$ cat src/rtl/dual_port_ram_be_pkg.sv
// Shared types, latency limits and the byte-lane merge helper for the
// byte-enabled dual-port RAM.
package dpram_pkg;

    typedef enum logic {
        IDLE  = 1'b0,
        CLEAR = 1'b1
    } ram_state_e;

    localparam int RD_LATENCY_MIN = 1;
    localparam int RD_LATENCY_MAX = 2;

    // Called as byte_merge_c#(DW, BW)::byte_merge(...) so the widths follow the caller.
    virtual class byte_merge_c #(parameter int DW = 32, parameter int BW = 8);
        static function logic [DW-1:0] byte_merge(
            input logic [DW-1:0]    old_word,
            input logic [DW-1:0]    new_word,
            input logic [DW/BW-1:0] be
        );
            logic [DW-1:0] merged;
            merged = old_word;
            for (int i = 0; i < DW/BW; i++) begin
                if (be[i]) merged[i*BW +: BW] = new_word[i*BW +: BW];
            end
            return merged;
        endfunction
    endclass

endpackage

$ cat src/rtl/dual_port_ram_be_if.sv
// Write, read and clear signals between the FIFO controller (master) and the
// byte-enabled RAM (slave).
interface dual_port_ram_be_if #(
    parameter int DATA_WIDTH = 32,
    parameter int ADDR_WIDTH = 3,
    parameter int BYTE_WIDTH = 8
);
    localparam int NB = DATA_WIDTH / BYTE_WIDTH;

    logic                  wr_en;
    logic [NB-1:0]         wr_be;
    logic [ADDR_WIDTH-1:0] write_addr;
    logic [DATA_WIDTH-1:0] write_data;
    logic                  wr_ready;
    logic                  rd_en;
    logic [ADDR_WIDTH-1:0] read_addr;
    logic [DATA_WIDTH-1:0] read_data;
    logic                  rd_valid;
    logic                  clr_req;
    logic                  clr_busy;

    modport master (
        output wr_en, wr_be, write_addr, write_data, rd_en, read_addr, clr_req,
        input  wr_ready, read_data, rd_valid, clr_busy
    );

    modport slave (
        input  wr_en, wr_be, write_addr, write_data, rd_en, read_addr, clr_req,
        output wr_ready, read_data, rd_valid, clr_busy
    );

endinterface

$ cat src/rtl/dual_port_ram_be_rd_pipe.sv
// Read-return register chain: RD_LATENCY stages of {valid, data}; data only
// advances with a valid so the output word holds between strobes.
module ram_rd_pipe #(
    parameter int DATA_WIDTH = 32,
    parameter int RD_LATENCY = 1
) (
    input  logic                  clk,
    input  logic                  reset_n,
    input  logic                  in_valid,
    input  logic [DATA_WIDTH-1:0] in_data,
    output logic                  out_valid,
    output logic [DATA_WIDTH-1:0] out_data
);

    logic [RD_LATENCY-1:0] valid_q;
    logic [DATA_WIDTH-1:0] data_q [RD_LATENCY];

    always_ff @(posedge clk or negedge reset_n) begin
        if (!reset_n) begin
            valid_q <= '0;
            for (int i = 0; i < RD_LATENCY; i++) data_q[i] <= '0;
        end else begin
            valid_q[0] <= in_valid;
            if (in_valid) data_q[0] <= in_data;
            for (int i = 1; i < RD_LATENCY; i++) begin
                valid_q[i] <= valid_q[i-1];
                if (valid_q[i-1]) data_q[i] <= data_q[i-1];
            end
        end
    end

    assign out_valid = valid_q[RD_LATENCY-1];
    assign out_data  = data_q[RD_LATENCY-1];

endmodule

$ cat src/rtl/dual_port_ram_be.sv
// Single-clock simple dual-port RAM with byte enables, pipelined reads and a
// sequential clear sweep (after reset and on request).
//   state | meaning
//   IDLE  | normal operation, reads and writes accepted
//   CLEAR | zeroing mem[clr_addr] each cycle, reads/writes ignored
module dual_port_ram_be
    import dpram_pkg::*;
#(
    parameter int DATA_WIDTH = 32,
    parameter int ADDR_WIDTH = 3,
    parameter int BYTE_WIDTH = 8,
    parameter int RD_LATENCY = 1,
    parameter int RDW_MODE   = 0
) (
    input logic               wr_clk,
    input logic               reset_n,
    dual_port_ram_be_if.slave bus
);

    localparam int DEPTH = 2 ** ADDR_WIDTH;
    localparam logic [ADDR_WIDTH-1:0] LAST_ADDR = ADDR_WIDTH'(DEPTH - 1);

    if (DATA_WIDTH % BYTE_WIDTH != 0) begin : g_bad_byte_width
        $error("DATA_WIDTH must be a multiple of BYTE_WIDTH");
    end
    if (RD_LATENCY < RD_LATENCY_MIN || RD_LATENCY > RD_LATENCY_MAX) begin : g_bad_latency
        $error("RD_LATENCY must be 1 or 2");
    end

    logic [DATA_WIDTH-1:0] mem [DEPTH];
    ram_state_e            state;
    logic [ADDR_WIDTH-1:0] clr_addr;
    logic                  wr_fire;
    logic                  rd_fire;
    logic                  rdw_hit;
    logic [DATA_WIDTH-1:0] wr_word;
    logic [DATA_WIDTH-1:0] rd_word;

    assign wr_fire = bus.wr_en && (state == IDLE);
    assign rd_fire = bus.rd_en && (state == IDLE);
    assign wr_word = byte_merge_c#(DATA_WIDTH, BYTE_WIDTH)::byte_merge(
                         mem[bus.write_addr], bus.write_data, bus.wr_be);

    // Same-address collision: wr_word is exactly the merged word the read would see afterwards.
    assign rdw_hit = (RDW_MODE == 1) && wr_fire && (bus.write_addr == bus.read_addr);
    assign rd_word = rdw_hit ? wr_word : mem[bus.read_addr];

    always_ff @(posedge wr_clk or negedge reset_n) begin
        if (!reset_n) begin
            state    <= CLEAR;
            clr_addr <= '0;
        end else begin
            case (state)
                IDLE: begin
                    if (bus.clr_req) begin
                        state    <= CLEAR;
                        clr_addr <= '0;
                    end
                end
                CLEAR: begin
                    clr_addr <= clr_addr + 1'b1;
                    if (clr_addr == LAST_ADDR) state <= IDLE;
                end
                default: begin
                    state    <= CLEAR;
                    clr_addr <= '0;
                end
            endcase
        end
    end

    // The array has no reset; the sweep is what brings it to zero.
    always_ff @(posedge wr_clk) begin
        if (state == CLEAR) begin
            mem[clr_addr] <= '0;
        end else if (wr_fire) begin
            mem[bus.write_addr] <= wr_word;
        end
    end

    assign bus.clr_busy = (state == CLEAR);
    assign bus.wr_ready = (state == IDLE);

    ram_rd_pipe #(
        .DATA_WIDTH (DATA_WIDTH),
        .RD_LATENCY (RD_LATENCY)
    ) u_rd_pipe (
        .clk       (wr_clk),
        .reset_n   (reset_n),
        .in_valid  (rd_fire),
        .in_data   (rd_word),
        .out_valid (bus.rd_valid),
        .out_data  (bus.read_data)
    );

endmodule

$ cat src/flat_wrapper.sv
// flat-port wrapper written by rule: the top's interface ports become plain ports
module dual_port_ram_be_flat import dpram_pkg::*;
#(
    parameter int DATA_WIDTH = 32,
    parameter int ADDR_WIDTH = 3,
    parameter int BYTE_WIDTH = 8,
    parameter int RD_LATENCY = 1,
    parameter int RDW_MODE   = 0
)
  (wr_clk, reset_n, bus_wr_en, bus_wr_be, bus_write_addr, bus_write_data, bus_rd_en, bus_read_addr, bus_clr_req, bus_wr_ready, bus_read_data, bus_rd_valid, bus_clr_busy);
  dual_port_ram_be_if #(.DATA_WIDTH(DATA_WIDTH), .ADDR_WIDTH(ADDR_WIDTH), .BYTE_WIDTH(BYTE_WIDTH)) bus_i ();
  input logic wr_clk;
  input logic reset_n;
  input wire logic [$bits(bus_i.wr_en)-1:0] bus_wr_en;
  input wire logic [$bits(bus_i.wr_be)-1:0] bus_wr_be;
  input wire logic [$bits(bus_i.write_addr)-1:0] bus_write_addr;
  input wire logic [$bits(bus_i.write_data)-1:0] bus_write_data;
  input wire logic [$bits(bus_i.rd_en)-1:0] bus_rd_en;
  input wire logic [$bits(bus_i.read_addr)-1:0] bus_read_addr;
  input wire logic [$bits(bus_i.clr_req)-1:0] bus_clr_req;
  output wire logic [$bits(bus_i.wr_ready)-1:0] bus_wr_ready;
  output wire logic [$bits(bus_i.read_data)-1:0] bus_read_data;
  output wire logic [$bits(bus_i.rd_valid)-1:0] bus_rd_valid;
  output wire logic [$bits(bus_i.clr_busy)-1:0] bus_clr_busy;
  assign bus_i.wr_en = bus_wr_en;
  assign bus_i.wr_be = bus_wr_be;
  assign bus_i.write_addr = bus_write_addr;
  assign bus_i.write_data = bus_write_data;
  assign bus_i.rd_en = bus_rd_en;
  assign bus_i.read_addr = bus_read_addr;
  assign bus_i.clr_req = bus_clr_req;
  assign bus_wr_ready = bus_i.wr_ready;
  assign bus_read_data = bus_i.read_data;
  assign bus_rd_valid = bus_i.rd_valid;
  assign bus_clr_busy = bus_i.clr_busy;
  dual_port_ram_be #(.DATA_WIDTH(DATA_WIDTH), .ADDR_WIDTH(ADDR_WIDTH), .BYTE_WIDTH(BYTE_WIDTH), .RD_LATENCY(RD_LATENCY), .RDW_MODE(RDW_MODE)) u_core (.wr_clk(wr_clk), .reset_n(reset_n), .bus(bus_i));
endmodule
$ cat config.mk
export PLATFORM = sky130hd
export DESIGN_NAME = dual_port_ram_be_flat
export DESIGN_NICKNAME = d
export VERILOG_FILES = /design/src/rtl/dual_port_ram_be_pkg.sv /design/src/rtl/dual_port_ram_be_if.sv /design/src/rtl/dual_port_ram_be_rd_pipe.sv /design/src/rtl/dual_port_ram_be.sv /design/src/flat_wrapper.sv
export SDC_FILE = /design/constraint.sdc
export NUM_CORES = 1
export LEC_CHECK = 0
export CAP_MARGIN = 25
export CELL_PAD_IN_SITES_DETAIL_PLACEMENT = 1
export CELL_PAD_IN_SITES_GLOBAL_PLACEMENT = 1
export CORE_MARGIN = 5
export CORE_UTILIZATION = 25
export CTS_BUF_LIST = sky130_fd_sc_hd__clkbuf_8
export DETAILED_ROUTE_END_ITERATION = 12
export PLACE_DENSITY_LB_ADDON = 0.1
export SYNTH_ARGS = -nofsm -noshare
export SYNTH_HDL_FRONTEND = slang
export SYNTH_SLANG_ARGS = --single-unit
$ cat constraint.sdc
create_clock -name wr_clk -period 2.1 [get_ports wr_clk]
set_input_delay 0.315 -clock wr_clk [delete_from_list [all_inputs] [get_ports wr_clk]]
set_output_delay 0.315 -clock wr_clk [all_outputs]
set_load 0.1 [all_outputs]
==> flow_summary.html, run 1 <==
<table>
<tr><th>Metric</th><th>Value</th></tr>
<tr><th colspan="2">Setup path</th></tr>
<tr><td>Register-to-register setup slack</td><td>0.04 ns</td></tr>
<tr><td>Critical Path Sink</td><td>u_core.mem[4][5]$_DFFE_PP_</td></tr>
<tr><td>Max FO, Critical Path</td><td>8</td></tr>
<tr><td>Endpoint of the lowest-slack register-to-register path</td><td>u_core.mem[4][5]$_DFFE_PP_</td></tr>
<tr><td>FF-to-FF Start</td><td>u_core.bus.clr_busy$_DFF_PN1_</td></tr>
<tr><td>Crit path top cell by count</td><td>buf_4</td></tr>
<tr><td>Chain of cells forming the critical path</td><td>buf_4 -&gt; buf_4 -&gt; a21oi_1 -&gt; buf_4 -&gt; a21oi_2 -&gt; buf_12</td></tr>
<tr><td>Crit path DAT</td><td>2.42 ns</td></tr>
<tr><td>Depth of the critical timing path with buffers and inverters included</td><td>6</td></tr>
<tr><td>Cell count of the worst reg-to-reg path</td><td>6</td></tr>
<tr><td>Sum of buffers and inverters on the critical path</td><td>4</td></tr>
<tr><td>Startpoint of the worst setup timing path</td><td>u_core.bus.clr_busy$_DFF_PN1_</td></tr>
<tr><td>Path type of the worst setup path</td><td>flip-flop to flip-flop</td></tr>
<tr><td>Endpoint kind of the worst setup timing path</td><td>flip-flop</td></tr>
<tr><td>Endpoint required time on the critical path</td><td>2.46 ns</td></tr>
<tr><td>Category of cells accounting for the largest share of critical-path delay</td><td>buffers and inverters</td></tr>
<tr><td>Peak per-stage delay on the critical path</td><td>approximately 0.56 ns</td></tr>
<tr><td>Element type at the critical path start</td><td>flip-flop</td></tr>
<tr><td>Max stage delay cell, worst path</td><td>a21oi_1</td></tr>
<tr><th colspan="2">Clock tree</th></tr>
<tr><td>Post-CTS repair timing setup buffer count</td><td>0</td></tr>
<tr><td>Source-to-sink clock delay at the later pin of the worst-skew pair</td><td>around 0.60 ns</td></tr>
<tr><td>Total number of H-tree levels</td><td>2</td></tr>
<tr><td>Post-CTS clock slew at the launch and capture registers of the worst setup and hold paths</td><td>roughly 0.060 ns</td></tr>
<tr><td>Max Root-Sink Buffers</td><td>3</td></tr>
<tr><td>TritonCTS buffer count</td><td>about 50</td></tr>
<tr><td>CTS tree</td><td>yes</td></tr>
<tr><td>Sink Count</td><td>between 200 and 300</td></tr>
<tr><td>Root buffer cell</td><td>clkbuf_8</td></tr>
<tr><th colspan="2">Synth</th></tr>
<tr><td>Dominant combinational cell family by area after synthesis</td><td>multiplexers</td></tr>
<tr><td>Yosys warning total</td><td>0</td></tr>
<tr><td>Synthesized instance count</td><td>709</td></tr>
<tr><td>Synth cell types</td><td>30</td></tr>
<tr><td>Multiplexer share of the synthesized area</td><td>11.56%</td></tr>
<tr><td>Adder-cell share of the synthesized area</td><td>less than 1%</td></tr>
<tr><td>Share of the synthesized area in compound gates (AO/OA/AOI/OAI)</td><td>8.434%</td></tr>
<tr><td>Combined area of all synthesized cells</td><td>11,780 sq um</td></tr>
<tr><td>Dominant cell type by area after synthesis</td><td>edfxtp_1</td></tr>
<tr><td>Flip-flop and latch count after synthesis</td><td>between 200 and 300</td></tr>
<tr><td>Area share of the leading cell type in the synthesized netlist</td><td>65.26%</td></tr>
<tr><td>Cell types occupying the most area after synthesis</td><td>edfxtp_1 65%, dfrtp_1 7.6%, mux2_2 6.1%</td></tr>
<tr><td>Simple-gate share of the synthesized area</td><td>between 4 and 5%</td></tr>
<tr><td>Sequential share of the synthesized area</td><td>73.14%</td></tr>
<tr><td>Average cell area after synthesis</td><td>16.61 sq um</td></tr>
<tr><td>Synth Area in XOR/XNOR</td><td>0%</td></tr>
<tr><td>Net count of the mapped netlist</td><td>758</td></tr>
<tr><th colspan="2">GRT</th></tr>
<tr><td>Number of global-route vias before repair</td><td>7,832</td></tr>
<tr><td>Antenna violations before repair</td><td>1</td></tr>
<tr><td>GRT Residual Overflow</td><td>0</td></tr>
<tr><td>Total GRT Usage</td><td>13.77%</td></tr>
<tr><td>First-pass GRT wire length</td><td>a little over 50,000 um</td></tr>
<tr><td>Maximum number of pins on one net before global-route repair</td><td>66</td></tr>
<tr><th colspan="2">Placement</th></tr>
<tr><td>Buffers added on ports</td><td>approximately 80</td></tr>
<tr><td>Routability-driven placement congestion ratio</td><td>0.7157</td></tr>
<tr><td>Worst Setup Slack post-DPL</td><td>-0.4758 ns</td></tr>
<tr><td>Cells after DPL</td><td>1,436</td></tr>
<tr><td>Post-DP HPWL</td><td>21,970 um</td></tr>
<tr><th colspan="2">Timing</th></tr>
<tr><td>Total Negative Setup Slacks</td><td>0 ns</td></tr>
<tr><td>Maximum clock skew at final layout</td><td>0.01866 ns</td></tr>
<tr><td>Final slew viol count</td><td>0</td></tr>
<tr><td>Max Fclk</td><td>485.1 MHz</td></tr>
<tr><td>Unrepaired setup endpoints after global routing</td><td>true</td></tr>
<tr><td>Minimum clock period after layout</td><td>2.061 ns</td></tr>
<tr><td>Setup Viol. Count Final</td><td>0</td></tr>
<tr><td>Smallest setup slack after layout</td><td>0.03870 ns</td></tr>
<tr><td>Hold Fails Final Rpt</td><td>0</td></tr>
<tr><td>Final cycle utilization of the critical path</td><td>98.16%</td></tr>
<tr><td>Worst slew slack as a fraction of its limit</td><td>between 50% and 60%</td></tr>
<tr><td>Transition time at the pin with the least slew margin</td><td>0.7167 ns</td></tr>
<tr><th colspan="2">Pwr</th></tr>
<tr><td>Power density over cell area</td><td>roughly 1400 nW/um^2</td></tr>
<tr><td>Power Internal</td><td>13,290 uW</td></tr>
<tr><td>Leakage component of the power</td><td>0.005684 uW</td></tr>
<tr><td>Net switching share of the total power</td><td>approximately 38%</td></tr>
<tr><td>Sequential fraction of design power</td><td>41.8%</td></tr>
<tr><td>Part of the power in the clock network</td><td>22.6%</td></tr>
<tr><td>Net Sw Power</td><td>8093 uW</td></tr>
<tr><td>Worst supply voltage drop on vdd</td><td>0.0009639 V</td></tr>
<tr><td>Part of the power in combinational logic</td><td>a little over a third</td></tr>
<tr><th colspan="2">Routing</th></tr>
<tr><td>Total wirelength of the detailed-routed design</td><td>35,510 um</td></tr>
<tr><td>Antenna violation net count after detailed routing</td><td>0</td></tr>
<tr><td>Routed vias/inst</td><td>4.549</td></tr>
<tr><td>Total number of vias</td><td>6,973</td></tr>
<tr><td>Average wire per standard cell</td><td>23.16 um</td></tr>
<tr><td>Number of remaining DRC errors</td><td>0</td></tr>
<tr><td>1st-iter DRT viols</td><td>329</td></tr>
<tr><td>First drt pass iteration count</td><td>4</td></tr>
<tr><th colspan="2">Flow run</th></tr>
<tr><td>Max-Cap Viols</td><td>0</td></tr>
<tr><th colspan="2">Final layout</th></tr>
<tr><td>Most common library cell in the layout ignoring fill and taps</td><td>edfxtp_1</td></tr>
<tr><td>Post-layout utilization of the core</td><td>32.66%</td></tr>
<tr><td>Nets@finish</td><td>about 930</td></tr>
<tr><td>Ant. Diodes</td><td>0</td></tr>
<tr><td>Number of standard cells in the final layout excluding fillers</td><td>between 1,500 and 2,000</td></tr>
<tr><td>Area added between synthesis and finish</td><td>29.08%</td></tr>
<tr><td>Highest-count cells in the layout ignoring fill and taps</td><td>256 x edfxtp_1, 81 x buf_4, 64 x mux2_2, 64 x mux2i_1, 55 x clkbuf_8</td></tr>
<tr><td>Fraction of layout instances using a drive strength above 1</td><td>between 30% and 40%</td></tr>
<tr><th colspan="2">Floorplanning</th></tr>
<tr><td>Core outline area</td><td>46,560 sq um</td></tr>
<tr><td>Initial core utilization</td><td>25.30%</td></tr>
<tr><td>Die Height</td><td>around 230 um</td></tr>
<tr><td>Total Die Area</td><td>51,560 sq um</td></tr>
<tr><td>Ports placed on the boundary</td><td>82</td></tr>
<tr><td>Number of rows in the core area</td><td>79</td></tr>
<tr><td>Die outline width</td><td>227.1 um</td></tr>
<tr><th colspan="2">Run status</th></tr>
<tr><td>Status</td><td>completed</td></tr>
<tr><th colspan="2">Worst hold path</th></tr>
<tr><td>Worst hold path class</td><td>input port to async pin</td></tr>
</table>
==> cell type report <==
type	instances	area, sq um
fill	4760	31350
inverter	5	18.77
multi-input combinational	368	3113
sequential	293	8618
clock inverter	41	195.2
tap	607	759.5
timing repair buffer	164	1743
clock buffer	55	757.0
==> kinds of logic (layout without fill, tap and decap cells) <==
family	count (synthesis)	after routing
DFF	293	293
adders and majority gates	2	2
and+or+nand+nor	94	94
muxes	128	128
buffers and inverters	48	265
AOI/OAI and AO/OA	144	144
==> registers in the layout, summed over array words and instances, names as in the netlist <==
| signal | flops |
|---|---|
| u_core.bus.clr_busy | 1 |
| u_core.clr_addr | 3 |
| u_core.mem | 256 |
| u_core.u_rd_pipe.out_data | 32 |
| u_core.u_rd_pipe.out_valid | 1 |
==> power groups by stage <==
stage	clock network (uW)	registers [uW]	logic (uW)
detailed placement	0	9080	7560
global placement	0	8990	7480
global route	5370	9070	8070
CTS	5050	8970	7650
finish	4830	8940	7610
floorplan	0	11100	2350
==> synthesized netlist by cell type, drive strengths merged <==
library cell,count
or3,1
dfrtp,36
mux2i,64
nor2,5
o22ai,32
nand2b,4
o211ai,2
a22o,32
or4,3
nand2,37
edfxtp,256
nand4b,2
buf,23
nor2b,4
mux2,64
nand4,3
nand3,1
o21ai,1
clkbuf,20
and3,33
o2111ai,6
a21oi,37
nor4,1
inv,5
o31ai,34
dfstp,1
ha,2
==> how the worst min path moves through the flow <==
| stage | start | to | cells after the start |
|---|---|---|---|
| after floorplan | reset_n | u_core.clr_addr[0]$_DFFE_PN0P_ | 0 |
| after global placement | reset_n | u_core.u_rd_pipe.out_data[18]$_DFFE_PN0P_ | 1 |
| after detailed placement | reset_n | u_core.u_rd_pipe.out_data[19]$_DFFE_PN0P_ | 1 |
| after CTS | reset_n | u_core.u_rd_pipe.out_data[19]$_DFFE_PN0P_ | 2 |
| after global routing | reset_n | u_core.u_rd_pipe.out_data[19]$_DFFE_PN0P_ | 2 |
| final | reset_n | u_core.u_rd_pipe.out_data[19]$_DFFE_PN0P_ | 2 |
==> metrics by stage <==
stage               power (uW)  hold WS (ns)  area [sq um]
global placement         16470        0.3066         14120
finish                   21380        0.2166         15200
CTS                      21670        0.1839         15120
detailed placement       16640        0.3074         14120
global route             22500        0.2223         15200
floorplan                13460       0.01941         11880
==> worst register-to-register path, delay by kind of cell (launching register included) <==
family | cells | cell delay [ns]
AO/OA/AOI/OAI | 2 | 0.62
flip-flops | 1 | 0.47
buffers and inverters | 4 | 0.72
==> layer usage <==
metal | wire length (um) | up-vias | part of all wire [%] | GRT usage (%)
li1 | - | 3186 | - | -
met1 | 15990 | 3628 | 45 | 17.95
met2 | 17670 | 116 | 50 | 23.56
met3 | 1287 | 43 | 3.6 | 2.966
met4 | 562 | 0 | 1.6 | 3.414
met5 | 0 | - | 0 | 0
==> timing repair <==
item | CTS | global route
hold buffers | 1 | 0
setup endpoints to repair | 63 | 93
gates resized for setup | 8 | 16
pin swaps | 0 | 2
hold endpoints to repair | 12 | 0
Power figures use the tool's default switching activity.
==> run 2: changes to the inputs <==
--- a/config.mk
+++ b/config.mk
@@ -13,6 +13,7 @@
 export CTS_BUF_LIST = sky130_fd_sc_hd__clkbuf_8
 export DETAILED_ROUTE_END_ITERATION = 12
 export PLACE_DENSITY_LB_ADDON = 0.1
+export RECOVER_POWER = 50
 export SYNTH_ARGS = -nofsm -noshare
 export SYNTH_HDL_FRONTEND = slang
 export SYNTH_SLANG_ARGS = --single-unit
==> flow_summary.html, run 2 (synthesized netlist as in run 1, its figures left out) <==
<table>
<tr><th>Metric</th><th>Value</th></tr>
<tr><th colspan="2">Timing</th></tr>
<tr><td>Max Fclk</td><td>485.7 MHz</td></tr>
<tr><td>Hold Fails Final Rpt</td><td>0</td></tr>
<tr><td>Unrepaired setup endpoints after global routing</td><td>true</td></tr>
<tr><td>Final slew viol count</td><td>0</td></tr>
<tr><td>Total Negative Setup Slacks</td><td>0 ns</td></tr>
<tr><td>Minimum clock period after layout</td><td>a little over 2 ns</td></tr>
<tr><td>Worst slew slack as a fraction of its limit</td><td>26.15%</td></tr>
<tr><td>Maximum clock skew at final layout</td><td>0.02150 ns</td></tr>
<tr><td>Setup Viol. Count Final</td><td>0</td></tr>
<tr><td>Smallest setup slack after layout</td><td>0.04104 ns</td></tr>
<tr><td>Post-Route Hold Slack</td><td>0.3077 ns</td></tr>
<tr><td>Transition time at the pin with the least slew margin</td><td>1.108 ns</td></tr>
<tr><td>Final cycle utilization of the critical path</td><td>between 90% and 100%</td></tr>
<tr><th colspan="2">Pwr</th></tr>
<tr><td>Total power</td><td>21,140 uW</td></tr>
<tr><td>Worst supply voltage drop on vdd</td><td>0.0007805 V</td></tr>
<tr><td>Power density over cell area</td><td>1401 nW/um^2</td></tr>
<tr><td>Leakage component of the power</td><td>0.005640 uW</td></tr>
<tr><th colspan="2">Worst hold path</th></tr>
<tr><td>Number of instances on the worst hold path</td><td>4</td></tr>
<tr><td>Hold Crit Start</td><td>bus_read_addr[1]</td></tr>
<tr><td>Hold path endpoint</td><td>u_core.u_rd_pipe.out_data[25]$_DFFE_PN0P_</td></tr>
<tr><td>Worst hold path class</td><td>input port to flip-flop</td></tr>
<tr><th colspan="2">Clock tree</th></tr>
<tr><td>Post-CTS clock slew at the launch and capture registers of the worst setup and hold paths</td><td>0.06 ns</td></tr>
<tr><td>CTS tree</td><td>yes</td></tr>
<tr><td>Sink Count</td><td>between 200 and 300</td></tr>
<tr><td>Root buffer cell</td><td>clkbuf_8</td></tr>
<tr><td>Source-to-sink clock delay at the later pin of the worst-skew pair</td><td>around 0.6 ns</td></tr>
<tr><td>Max Root-Sink Buffers</td><td>3</td></tr>
<tr><td>TritonCTS buffer count</td><td>51</td></tr>
<tr><td>Total number of H-tree levels</td><td>2</td></tr>
<tr><td>Post-CTS repair timing setup buffer count</td><td>0</td></tr>
<tr><th colspan="2">Floorplanning</th></tr>
<tr><td>Number of rows in the core area</td><td>79</td></tr>
<tr><td>Ports placed on the boundary</td><td>about 80</td></tr>
<tr><td>Core outline area</td><td>~47,000 sq um</td></tr>
<tr><td>Total Die Area</td><td>51,560 sq um</td></tr>
<tr><td>Die Height</td><td>227.1 um</td></tr>
<tr><td>Initial core utilization</td><td>25.30%</td></tr>
<tr><td>Die outline width</td><td>between 200 and 250 um</td></tr>
<tr><th colspan="2">Setup path</th></tr>
<tr><td>Endpoint required time on the critical path</td><td>2.39 ns</td></tr>
<tr><td>Register-to-register setup slack</td><td>0.04 ns</td></tr>
<tr><td>Cell count of the worst reg-to-reg path</td><td>5</td></tr>
<tr><td>Path type of the worst setup path</td><td>flip-flop to flip-flop</td></tr>
<tr><td>Element type at the critical path start</td><td>flip-flop</td></tr>
<tr><td>Max FO, Critical Path</td><td>10</td></tr>
<tr><td>FF-to-FF Start</td><td>u_core.bus.clr_busy$_DFF_PN1_</td></tr>
<tr><td>Endpoint of the lowest-slack register-to-register path</td><td>u_core.mem[3][29]$_DFFE_PP_</td></tr>
<tr><td>Max stage delay cell, worst path</td><td>or4_4</td></tr>
<tr><td>Crit path DAT</td><td>2.35 ns</td></tr>
<tr><td>Endpoint kind of the worst setup timing path</td><td>flip-flop</td></tr>
<tr><td>Chain of cells forming the critical path</td><td>nand2b_1 -&gt; buf_4 -&gt; or4_4 -&gt; a21oi_2 -&gt; buf_6</td></tr>
<tr><td>Peak per-stage delay on the critical path</td><td>0.58 ns</td></tr>
<tr><th colspan="2">Final layout</th></tr>
<tr><td>Ant. Diodes</td><td>0</td></tr>
<tr><td>Nets@finish</td><td>932</td></tr>
<tr><td>Area added between synthesis and finish</td><td>28.13%</td></tr>
<tr><td>Flip-flop count of the largest register, all copies and words added</td><td>roughly 260</td></tr>
<tr><td>Fraction of layout instances using a drive strength above 1</td><td>30.99%</td></tr>
<tr><td>Fin area</td><td>15,090 sq um</td></tr>
<tr><td>Register with the highest flop count</td><td>u_core.mem</td></tr>
<tr><td>Most common library cell in the layout ignoring fill and taps</td><td>edfxtp_1</td></tr>
<tr><td>Highest-count cells in the layout ignoring fill and taps</td><td>256 x edfxtp_1, 64 x mux2_2, 64 x mux2i_1</td></tr>
<tr><th colspan="2">Routing</th></tr>
<tr><td>Total wirelength of the detailed-routed design</td><td>35,480 um</td></tr>
<tr><td>Total number of vias</td><td>6,976</td></tr>
<tr><td>1st-iter DRT viols</td><td>about 340</td></tr>
<tr><td>Antenna violation net count after detailed routing</td><td>0</td></tr>
<tr><td>Average wire per standard cell</td><td>23.15 um</td></tr>
<tr><td>Number of remaining DRC errors</td><td>0</td></tr>
<tr><td>First drt pass iteration count</td><td>4</td></tr>
<tr><td>Routed vias/inst</td><td>4.551</td></tr>
<tr><th colspan="2">GRT</th></tr>
<tr><td>Total GRT Usage</td><td>13.77%</td></tr>
<tr><td>First-pass GRT wire length</td><td>51,950 um</td></tr>
<tr><td>Maximum number of pins on one net before global-route repair</td><td>66</td></tr>
<tr><td>GRT Residual Overflow</td><td>0</td></tr>
<tr><td>Antenna violations before repair</td><td>1</td></tr>
<tr><td>Number of global-route vias before repair</td><td>7,832</td></tr>
<tr><th colspan="2">Run status</th></tr>
<tr><td>Status</td><td>completed</td></tr>
<tr><th colspan="2">Flow run</th></tr>
<tr><td>Max-Cap Viols</td><td>0</td></tr>
<tr><th colspan="2">Placement</th></tr>
<tr><td>Placed inst area</td><td>between 10,000 and 15,000 sq um</td></tr>
<tr><td>Post-DP HPWL</td><td>21,970 um</td></tr>
<tr><td>Worst Setup Slack post-DPL</td><td>-0.4758 ns</td></tr>
<tr><td>Routability-driven placement congestion ratio</td><td>slightly above 0.7</td></tr>
<tr><td>Buffers added on ports</td><td>81</td></tr>
</table>
==> run 2: worst max path at each step <==
stage / startpoint / endpoint / slack [ns] / cells past startpoint
finish: u_core.bus.clr_busy$_DFF_PN1_ / u_core.mem[3][29]$_DFFE_PP_ / 0.04 / 5
global route: u_core.bus.clr_busy$_DFF_PN1_ / u_core.mem[3][29]$_DFFE_PP_ / -0.04 / 5
CTS: u_core.bus.clr_busy$_DFF_PN1_ / u_core.mem[1][13]$_DFFE_PP_ / -0.03 / 5
detailed placement: bus_wr_be[0] / u_core.mem[0][24]$_DFFE_PP_ / -0.48 / 5
global placement: bus_wr_be[0] / u_core.mem[0][29]$_DFFE_PP_ / -0.51 / 5
floorplan: u_core.bus.clr_busy$_DFF_PN1_ / u_core.mem[3][0]$_DFFE_PP_ / -0.17 / 4
==> run 2: area by class of cell <==
class | count | area (sq um)
multi-input combinational | 368 | 3113
clock buffer | 55 | 757.0
tap | 607 | 759.5
timing repair buffer | 164 | 1630
clock inverter | 41 | 195.2
inverter | 5 | 18.77
sequential | 293 | 8618
fill | 4774 | 31460
==> run 2: metal layers <==
metal / wire length (um) / track usage (%) / vias up
met4: 569 / 3.414 / 0
met2: 17600 / 23.56 / 118
met1: 16010 / 17.95 / 3624
met3: 1302 / 2.966 / 47
met5: 0 / 0 / -
li1: - / - / 3187
==> run 2: through the flow <==
stage	instances	util [%]
finish	1533	32.42
global route	1533	32.42
CTS	1533	32.48
global placement	1436	30.32
detailed placement	1436	30.32
floorplan	709	-
==> run 2: worst max-delay path, delay by kind of cell (launching register included) <==
kind / cells / cell delay (ns)
compound gates: 1 / 0.18
flops: 1 / 0.47
simple gates: 2 / 0.72
buf+inv: 2 / 0.37
==> run 2: power by group <==
part	internal [uW]	switching (uW)	leakage [uW]	total [uW]
sequential	8410	521	0.00287	8930
combinational	2120	5260	0.00219	7380
clock	2530	2300	0.000572	4830
total	13100	8080	0.00564	21100
==> run 2: timing repair <==
action	4_1_cts	5_1_grt
hold buffers	1	0
pin swaps	0	2
resized for setup	8	16
endpoints found under the setup margin	63	93
hold endpoints to repair	12	0
